`src/rtl/pipe_hazard_ctrl_if.sv`:
```
// Hazard-control bundle between the pipeline datapath and pipe_hazard_ctrl.
// master = datapath side (drives hazard sources, receives controls),
// slave  = controller side.
interface pipe_hazard_ctrl_if #(
  parameter int REG_AW = 4
);
  logic [15:0]       id_instr;
  logic              ex_mem_read;
  logic [REG_AW-1:0] ex_rd;
  logic              branch_taken;
  logic              imem_ready;
  logic              pc_write;
  logic              pc_sel;
  logic              if_id_write;
  logic              if_id_flush;
  logic              id_ex_bubble;
  logic [1:0]        ctrl_state;
  logic [15:0]       stall_cycles;

  modport master (
    output id_instr, ex_mem_read, ex_rd, branch_taken, imem_ready,
    input  pc_write, pc_sel, if_id_write, if_id_flush, id_ex_bubble,
           ctrl_state, stall_cycles
  );

  modport slave (
    input  id_instr, ex_mem_read, ex_rd, branch_taken, imem_ready,
    output pc_write, pc_sel, if_id_write, if_id_flush, id_ex_bubble,
           ctrl_state, stall_cycles
  );
endinterface

```
`src/rtl/pipe_hazard_ctrl.sv`:
```
// pipe_hazard_ctrl: IF/ID and PC sequencing for the 16-bit pipeline.
// Resolves load-use stalls, taken-branch flushes and imem wait states with
// zero-latency combinational controls and a small multi-cycle penalty FSM.
// Optional macro HAZ_PERF_CNT_EN builds a saturating count of cycles in
// which the PC was held; otherwise stall_cycles is tied to zero.
module pipe_hazard_ctrl #(
  parameter int REG_AW          = 4,
  parameter int RS_LSB          = 4,
  parameter int RT_LSB          = 0,
  parameter int FLUSH_CYCLES    = 1,
  parameter int LU_STALL_CYCLES = 1
) (
  input logic                clk,
  input logic                reset,
  pipe_hazard_ctrl_if.slave  bus
);

  typedef enum logic [1:0] {
    ST_RUN   = 2'd0,
    ST_STALL = 2'd1,
    ST_FLUSH = 2'd2,
    ST_WAIT  = 2'd3
  } state_e;

  // Counter load values: cycles still to go after the triggering cycle.
  localparam logic [3:0] FLUSH_INIT = 4'(FLUSH_CYCLES - 1);
  localparam logic [3:0] STALL_INIT = 4'(LU_STALL_CYCLES - 1);

  state_e            state_q, state_d;
  logic [3:0]        cnt_q, cnt_d;
  logic [REG_AW-1:0] rs, rt;
  logic              lu;
  logic              pc_write, pc_sel, if_id_write, if_id_flush, id_ex_bubble;

  assign rs = bus.id_instr[RS_LSB +: REG_AW];
  assign rt = bus.id_instr[RT_LSB +: REG_AW];
  // r0 is hard-wired zero, so a load into it never creates a dependency.
  assign lu = bus.ex_mem_read & (bus.ex_rd != {REG_AW{1'b0}}) &
              ((bus.ex_rd == rs) | (bus.ex_rd == rt));

  // Next-state and control outputs; priority branch > imem wait > stall > normal.
  always_comb begin
    state_d      = state_q;
    cnt_d        = cnt_q;
    pc_write     = 1'b1;
    pc_sel       = 1'b0;
    if_id_write  = 1'b1;
    if_id_flush  = 1'b0;
    id_ex_bubble = 1'b0;
    if (reset) begin
      state_d      = ST_RUN;
      cnt_d        = 4'd0;
      pc_write     = 1'b0;
      if_id_write  = 1'b0;
      if_id_flush  = 1'b1;
      id_ex_bubble = 1'b1;
    end else if (bus.branch_taken) begin
      pc_sel       = 1'b1;
      if_id_flush  = 1'b1;
      id_ex_bubble = 1'b1;
      if (FLUSH_INIT == 4'd0) begin
        state_d = ST_RUN;
        cnt_d   = 4'd0;
      end else begin
        state_d = ST_FLUSH;
        cnt_d   = FLUSH_INIT;
      end
    end else if (!bus.imem_ready) begin
      // Freeze the front end; STALL/FLUSH penalties are paused, not consumed.
      pc_write     = 1'b0;
      if_id_write  = 1'b0;
      id_ex_bubble = 1'b1;
      if_id_flush  = (state_q == ST_FLUSH);
      case (state_q)
        ST_RUN, ST_WAIT: state_d = ST_WAIT;
        default:         state_d = state_q;
      endcase
    end else begin
      case (state_q)
        ST_RUN, ST_WAIT: begin
          state_d = ST_RUN;
          if (lu) begin
            pc_write     = 1'b0;
            if_id_write  = 1'b0;
            id_ex_bubble = 1'b1;
            if (STALL_INIT != 4'd0) begin
              state_d = ST_STALL;
              cnt_d   = STALL_INIT;
            end else begin
              cnt_d   = 4'd0;
            end
          end else begin
            cnt_d = cnt_q;
          end
        end
        ST_STALL: begin
          pc_write     = 1'b0;
          if_id_write  = 1'b0;
          id_ex_bubble = 1'b1;
          cnt_d        = cnt_q - 4'd1;
          if (cnt_q <= 4'd1) begin
            state_d = ST_RUN;
            cnt_d   = 4'd0;
          end else begin
            state_d = ST_STALL;
          end
        end
        ST_FLUSH: begin
          if_id_flush  = 1'b1;
          id_ex_bubble = 1'b1;
          cnt_d        = cnt_q - 4'd1;
          if (cnt_q <= 4'd1) begin
            state_d = ST_RUN;
            cnt_d   = 4'd0;
          end else begin
            state_d = ST_FLUSH;
          end
        end
        default: begin
          state_d = ST_RUN;
          cnt_d   = 4'd0;
        end
      endcase
    end
  end

  // FSM state and penalty counter registers.
  always_ff @(posedge clk or posedge reset) begin
    if (reset) begin
      state_q <= ST_RUN;
      cnt_q   <= 4'd0;
    end else begin
      state_q <= state_d;
      cnt_q   <= cnt_d;
    end
  end

  assign bus.pc_write     = pc_write;
  assign bus.pc_sel       = pc_sel;
  assign bus.if_id_write  = if_id_write;
  assign bus.if_id_flush  = if_id_flush;
  assign bus.id_ex_bubble = id_ex_bubble;
  assign bus.ctrl_state   = state_q;

`ifdef HAZ_PERF_CNT_EN
  logic [15:0] stall_cycles_q, stall_cycles_d;

  // Saturating count of cycles in which the PC was held.
  always_comb begin
    stall_cycles_d = stall_cycles_q;
    if (!pc_write && (stall_cycles_q != 16'hFFFF)) begin
      stall_cycles_d = stall_cycles_q + 16'd1;
    end else begin
      stall_cycles_d = stall_cycles_q;
    end
  end

  // Performance counter register.
  always_ff @(posedge clk or posedge reset) begin
    if (reset) begin
      stall_cycles_q <= 16'h0000;
    end else begin
      stall_cycles_q <= stall_cycles_d;
    end
  end

  assign bus.stall_cycles = stall_cycles_q;
`else
  assign bus.stall_cycles = 16'h0000;
`endif

endmodule

```
`src/flat_wrapper.sv`:
```
// flat-port wrapper written by rule: the top's interface ports become plain ports
module pipe_hazard_ctrl_flat 
#(
  parameter int REG_AW          = 4,
  parameter int RS_LSB          = 4,
  parameter int RT_LSB          = 0,
  parameter int FLUSH_CYCLES    = 1,
  parameter int LU_STALL_CYCLES = 1
)
  (clk, reset, bus_id_instr, bus_ex_mem_read, bus_ex_rd, bus_branch_taken, bus_imem_ready, bus_pc_write, bus_pc_sel, bus_if_id_write, bus_if_id_flush, bus_id_ex_bubble, bus_ctrl_state, bus_stall_cycles);
  pipe_hazard_ctrl_if #(.REG_AW(REG_AW)) bus_i ();
  input logic clk;
  input logic reset;
  input wire logic [$bits(bus_i.id_instr)-1:0] bus_id_instr;
  input wire logic [$bits(bus_i.ex_mem_read)-1:0] bus_ex_mem_read;
  input wire logic [$bits(bus_i.ex_rd)-1:0] bus_ex_rd;
  input wire logic [$bits(bus_i.branch_taken)-1:0] bus_branch_taken;
  input wire logic [$bits(bus_i.imem_ready)-1:0] bus_imem_ready;
  output wire logic [$bits(bus_i.pc_write)-1:0] bus_pc_write;
  output wire logic [$bits(bus_i.pc_sel)-1:0] bus_pc_sel;
  output wire logic [$bits(bus_i.if_id_write)-1:0] bus_if_id_write;
  output wire logic [$bits(bus_i.if_id_flush)-1:0] bus_if_id_flush;
  output wire logic [$bits(bus_i.id_ex_bubble)-1:0] bus_id_ex_bubble;
  output wire logic [$bits(bus_i.ctrl_state)-1:0] bus_ctrl_state;
  output wire logic [$bits(bus_i.stall_cycles)-1:0] bus_stall_cycles;
  assign bus_i.id_instr = bus_id_instr;
  assign bus_i.ex_mem_read = bus_ex_mem_read;
  assign bus_i.ex_rd = bus_ex_rd;
  assign bus_i.branch_taken = bus_branch_taken;
  assign bus_i.imem_ready = bus_imem_ready;
  assign bus_pc_write = bus_i.pc_write;
  assign bus_pc_sel = bus_i.pc_sel;
  assign bus_if_id_write = bus_i.if_id_write;
  assign bus_if_id_flush = bus_i.if_id_flush;
  assign bus_id_ex_bubble = bus_i.id_ex_bubble;
  assign bus_ctrl_state = bus_i.ctrl_state;
  assign bus_stall_cycles = bus_i.stall_cycles;
  pipe_hazard_ctrl #(.REG_AW(REG_AW), .RS_LSB(RS_LSB), .RT_LSB(RT_LSB), .FLUSH_CYCLES(FLUSH_CYCLES), .LU_STALL_CYCLES(LU_STALL_CYCLES)) u_core (.clk(clk), .reset(reset), .bus(bus_i));
endmodule
```
`config.mk`:
```
export PLATFORM = sky130hd
export DESIGN_NAME = pipe_hazard_ctrl_flat
export DESIGN_NICKNAME = d
export VERILOG_FILES = /design/src/rtl/pipe_hazard_ctrl_if.sv /design/src/rtl/pipe_hazard_ctrl.sv /design/src/flat_wrapper.sv
export SDC_FILE = /design/constraint.sdc
export NUM_CORES = 1
export LEC_CHECK = 0
export BUFFER_PORTS_ARGS = -buffer_cell sky130_fd_sc_hd__buf_2
export CORE_MARGIN = 5
export CORE_UTILIZATION = 43
export DETAILED_ROUTE_END_ITERATION = 10
export GPL_TIMING_DRIVEN = 0
export HOLD_SLACK_MARGIN = 0.06
export PLACE_DENSITY = 0.89
export SETUP_SLACK_MARGIN = 0.5
export SLEW_MARGIN = 20
export SYNTH_ARGS = -nofsm -noshare
export SYNTH_HDL_FRONTEND = slang
export SYNTH_SLANG_ARGS = --single-unit
```
`constraint.sdc`:
```
create_clock -name clk -period 4.63 [get_ports clk]
set_input_delay 0.6945 -clock clk [delete_from_list [all_inputs] [get_ports clk]]
set_output_delay 0.6945 -clock clk [all_outputs]
set_load 0.1 [all_outputs]
```
Yosys cells after proc, flatten, opt, wreduce, memory -nomap -nowiden
Cells that the tools add are included.
{ "word_totals": {"register_bits": 6, "in_bits": 25, "out_inout_bits": 23, "wordCells": 49} }
{ "op_classes": {"add_sub_neg": 1, "n_lt_le_gt_ge": 1, "n_eq_ne": 6, "mux": 29, "bitwise": 3, "n_reduce_logical": 7} }
{ "op_table": {"columns": ["op", "count"], "rows": [
  ["two-way mux 4 bit", 5],
  ["two-way mux 1 bit", 15],
  ["two-way mux 2 bit", 5],
  ["equality test 4 bit", 2],
  ["case mux 4 bit (2 select lines)", 1],
  ["nonzero test 4 bit", 2],
  ["case mux 2 bit (3 select lines)", 1],
  ["equality test 2 bit (second input constant)", 2],
  ["<= comparator 4 x 1 -> 1 bit (second input constant)", 1],
  ["!= test 4 x 3 -> 1 bit (second input constant)", 1],
  ["case mux 1 bit (2 select lines)", 2],
  ["OR reduction 2 bit", 2],
  ["subtractor 4 x 1 -> 4 bit (second input constant)", 1],
  ["nonzero test 3 bit", 1],
  ["AND 1 bit", 2],
  ["equality test 2 x 1 -> 1 bit (second input constant)", 1],
  ["logical NOT 2 bit", 1],
  ["AND reduction 2 bit", 1],
  ["bitwise OR 1 bit", 1]
]} }

Logic depth before layout (Yosys ltp)
{ "depth": {"depth_word": 8, "mapped_depth": 7, "mapped_depth_nobuf": 7} }

Least setup slack after synthesis
No wires, ideal clock.
{ "synth_path": {"path_kind": "register to output", "startpoint": "register u_core.state_q[0], in the netlist u_core.bus.ctrl_state[0]", "endpoint": "output port bus_pc_write", "t_arrival_ps": 2827, "required_ps": 3936, "slack_ps": 1109, "path_stages_with_launch": 7, "n_path_buf": 1, "cell_sequence": "dfrtp_1 -> inv_1 -> ha_1 -> o21ai_0 -> a21oi_1 -> o21a_1 -> buf_4"} }
{ "synth_between": {"elab_chain_len": 6, "elab_cells_between_ends": 8, "classes_between": "eq/ne (2); mux (4); reduce/logical (2)"} }
{ "synth_lines": {"columns": ["element", "line_no", "source"], "rows": [
  ["start: declaration", "pipe_hazard_ctrl.sv:29", "state_e state_q, state_d;"],
  ["start signal: assignment", "pipe_hazard_ctrl.sv:133", "state_q <= state_d;"],
  ["equality test 2 bit / logical NOT 2 bit (equally long branches)", null, null],
  ["OR reduction 2 bit", null, null],
  ["case mux 1 bit (2 select lines) *", null, null],
  ["two-way mux 1 bit * (3 in a row)", null, null],
  ["end: declaration", "flat_wrapper.sv:19", "output wire logic [$bits(bus_i.pc_write)-1:0] bus_pc_write;"]
]} }
Mark *: on every way between the ends. The rest lies on a longest branch, timed or not.

Final worst setup path
{ "layout_path": {"startpoint": "input port bus_ex_rd[0]", "endpoint": "output port bus_pc_write"} }
{ "layout_between": {"elab_chain_len": 8, "elab_cells_between_ends": 11, "classes_between": "eq/ne (2); mux (5); bitwise (3); reduce/logical (1)"} }
{ "layout_lines": {"columns": ["element", "line_no", "source"], "rows": [
  ["start: declaration", "flat_wrapper.sv:16", "input wire logic [$bits(bus_i.ex_rd)-1:0] bus_ex_rd;"],
  ["equality test 4 bit / nonzero test 4 bit (equally long branches)", "pipe_hazard_ctrl.sv:39, pipe_hazard_ctrl.sv:38", null],
  ["bitwise OR 1 bit / AND 1 bit (equally long branches)", "pipe_hazard_ctrl.sv:39, pipe_hazard_ctrl.sv:38", null],
  ["AND 1 bit *", "pipe_hazard_ctrl.sv:38", "assign lu = bus.ex_mem_read & (bus.ex_rd != {REG_AW{1'b0}}) &"],
  ["two-way mux 1 bit *", "pipe_hazard_ctrl.sv:82", "if (lu) begin"],
  ["case mux 1 bit (2 select lines) *", "pipe_hazard_ctrl.sv:79", "case (state_q)"],
  ["two-way mux 1 bit *", "pipe_hazard_ctrl.sv:68", "end else if (!bus.imem_ready) begin"],
  ["two-way mux 1 bit *", "pipe_hazard_ctrl.sv:57", "end else if (bus.branch_taken) begin"],
  ["two-way mux 1 bit *", "pipe_hazard_ctrl.sv:50", "if (reset) begin"]
]} }
Marks and branches as above.

==> metrics.md <==
| Metric | Value |
|---|---|
| Multi-input gate area | 432 sq um |
| Max_cap viols | 0 |
| Vias in the first global route | 636 |
| Register-to-Register Path Depth | 7 |
| Synthesized area | 684 sq um |
| Placed inst area | 876 sq um |
| FF+latch count, synth | 6 |
| Hold_buf cts | 0 |
| Port buffer count | 23 |
| Largest area contributor in the netlist | dfrtp_1 |
| First-pass GRT wire length | 2510 microns |
| Critical Path AT | 2.21 ns |
| Top delay family on crit path | compound AO/OA/AOI/OAI gates |
| Ys Warns | 0 |
| Top post-synthesis cells by count | buf_4, inv_1, xnor2_1, dfrtp_1, nand2_1 |
| Antenna viol nets, final | 0 |
| Post-CTS Repair Setup Buffers | 0 |
| Largest family of logic cells by synthesized area | buffers and inverters |
| Period utilisation layout | 62.6% |
| Maximum number of pins on one net before global-route repair | 11 |
| Skew-Pair Late Insertion Delay | 0.25 ns |
| Diodes inserted | 0 |
| Layout area overhead | 31.3% |
| CTS Buffer Depth | 2 |
| Worst setup SP type | input port |
| Initial antenna violation count | 0 |
| DRT Wirelength | 1530 microns |
| CTS tree | done |
| Tmin final | 2.90 ns |
| Synth Area in Simple Gates | 14.6% |
| Drt wl/cell | 10.9 microns |
| Cells after Synth | 84 |
| CP max stage delay | 0.46 ns |
| # DRC | 0 |
| Initial DRC Count | 7 |
| Main synth FF type | dfrtp_1 |
| Starting density of the core | 45.4% |
| Required @ worst endpoint | 3.94 ns |
| Xor and xnor area share after synthesis | 11.3% |
| Die H | 49.9 microns |
| H-tree depth | 1 |
| Reg2reg start | u_core.bus.ctrl_state[0] |
| Unrepaired setup endpoints after global routing | no |
| Register Area | 150 sq um |
| CTS buffer count | 3 |
| CP endpoint kind | output port |
| Hold WC Path Type | input port to asynchronous set/reset pin |
| Final setup TNS | 0 ns |
| Status | finished clean |
| Multiplexer area fraction after synthesis | 1.65% |
| Post-synth top area share | 21.9% |
| Die Wd | 49.9 microns |
| Routability congestion estimate | 0.877 |
| Fin util | 59.6% |
| CTS sink count | 6 |
| Adder-cell share of the synthesized area | 7.31% |
| Crit path kind | input port to output port |
| Most frequent cell after synthesis | buf_4 |
| Sequential-to-total area share from yosys stat | 21.9% |
| Fraction of the mapped netlist area in compound gates | 19.4% |
| Crit Reg-Reg Endpoint | u_core.cnt_q[3] |
| DRT Pass-1 Iters | 4 |
| Via Count | 650 |
| IO Pins | 48 |
| Total grt overflow | 0 |
| Final Slew Violations | 0 |
| Core region area | 0.00151 sq mm |
| Post-route setup slack | 1.73 ns |
| Cts repair resizes | 0 |
| Met2 routed wirelength | 789 microns |
| Cell variety after synth | 29 |
| Fin nets | 156 |
| Full die area | 0.00249 sq mm |
| Final Power | 0.000232 W |
| Final hold vios | 0 |
| Fill cells | 135 |
| Async SR Flop Fraction | 100% |
| Crit path buf inv count | 3 |
| Place WS | 1.72 ns |
| Max rail drop VDD | 124 uV |
| Highest routed layer | met4 |
| Peak Freq | 345 MHz |
| Core Rows | 14 |
| Share of layout cells above drive strength 1 | 39.2% |
| Post-synth EDFFs | 0 |
| Worst Skew | 0.00164 ns |
| Metal3 WL | 162 microns |
| CP Max Fanout | 4 |
| HPWL after DPL | 1330 microns |
| Root buf cell | clkbuf_4 |
| Slowest CP cell | o41ai_1 |
| Final setup viols | 0 |
| Leading post-synthesis cells by cell area | dfrtp_1, buf_4, xnor2_1 |
| Clock slew at the register clock pins of the worst setup and hold paths | 0.04 ns |
| WL met1 | 563 microns |
| Final Instance Area | 898 sq um |
| Setup slack, reg-to-reg | 2.91 ns |
| Gr usage total | 13.1% |
| Vias per cell | 4.61 |
| CP Cell Sequence | buf_2, o41ai_1, a21oi_2, a21oi_1, o21a_1, buf_4, buf_2 |
| Most used cell, CP | buf_2 |
| PD cells | 259 mW/mm^2 |
| Static leakage | 0.490 nW |
| Post-Syn Area per Cell | 8.15 sq um |
metrics by stage:
step           std cells  hold WS, ns
4_1_cts              141        0.404
6_report             141        0.402
3_3_place_gp         138        0.494
2_1_floorplan         99        0.473
3_5_place_dp         138        0.495
5_1_grt              141        0.423
where the power goes:
part           internal [W]  total (W)  leakage [nW]  switching [W]
logic             0.0000273   0.000129         0.394       0.000102
clock network     0.0000294  0.0000491        0.0138      0.0000197
registers         0.0000534  0.0000541        0.0829    0.000000754
total              0.000110   0.000232         0.490       0.000122
cells by family after synthesis:
family                     count (synthesis)
xor gates and xnor gates                   8
and+or+nand+nor                           20
adders and majority gates                  4
muxes                                      1
DFF                                        6
other                                      1
AOI/OAI and AO/OA                         19
buffers and inverters                     25
final cells by class:
| cell class | instances | area share [%] |
|---|---|---|
| well taps | 16 | 2.23 |
| multi-input cells | 68 | 48.1 |
| plain buffers | 18 | 14.8 |
| flip-flops and latches | 6 | 16.7 |
| clock buffers | 3 | 2.51 |
| repair buffers | 23 | 12.8 |
| inverters | 7 | 2.92 |
flip-flops by register name (all words and copies together) (netlist names):
| register | flops |
|---|---|
| u_core.bus.ctrl_state | 2 |
| u_core.cnt_q | 4 |
worst max path at each step:
stage | startpoint | to | slack [ns] | cells after the start
4_1_cts | bus_ex_rd[1] | bus_pc_write | 1.70 | 7
2_1_floorplan | u_core.bus.ctrl_state[0] | bus_pc_write | 1.11 | 6
5_1_grt | bus_ex_rd[0] | bus_pc_write | 1.61 | 7
3_3_place_gp | bus_ex_rd[0] | bus_pc_write | 1.78 | 7
3_5_place_dp | bus_ex_rd[1] | bus_pc_write | 1.72 | 7
6_report | bus_ex_rd[0] | bus_pc_write | 1.73 | 7
cells in the final DEF (no fill, tap or decap):
cell type / instances
a211o_1: 1
a21oi_1: 3
a21oi_2: 1
a22o_1: 1
a31oi_1: 1
a41oi_1: 1
buf_2: 24
buf_4: 17
clkbuf_4: 3
conb_1: 16
dfrtp_1: 6
ha_1: 4
inv_1: 7
mux2_2: 1
nand2_1: 6
nand4_1: 3
nor2_1: 3
nor2_2: 1
nor2b_1: 2
nor3_1: 2
o21a_1: 1
o21ai_0: 3
o22ai_1: 1
o31a_1: 1
o31ai_1: 4
o41ai_1: 1
or2_2: 1
or3_1: 2
xnor2_1: 7
xnor2_2: 1
layer usage:
metal	global-route usage (%)	vias to the layer above
met1	12.8	281
li1	-	337
met4	6.55	0
met5	0	-
met2	22.5	29
met3	6.63	3
Power figures use the tool's default switching activity.
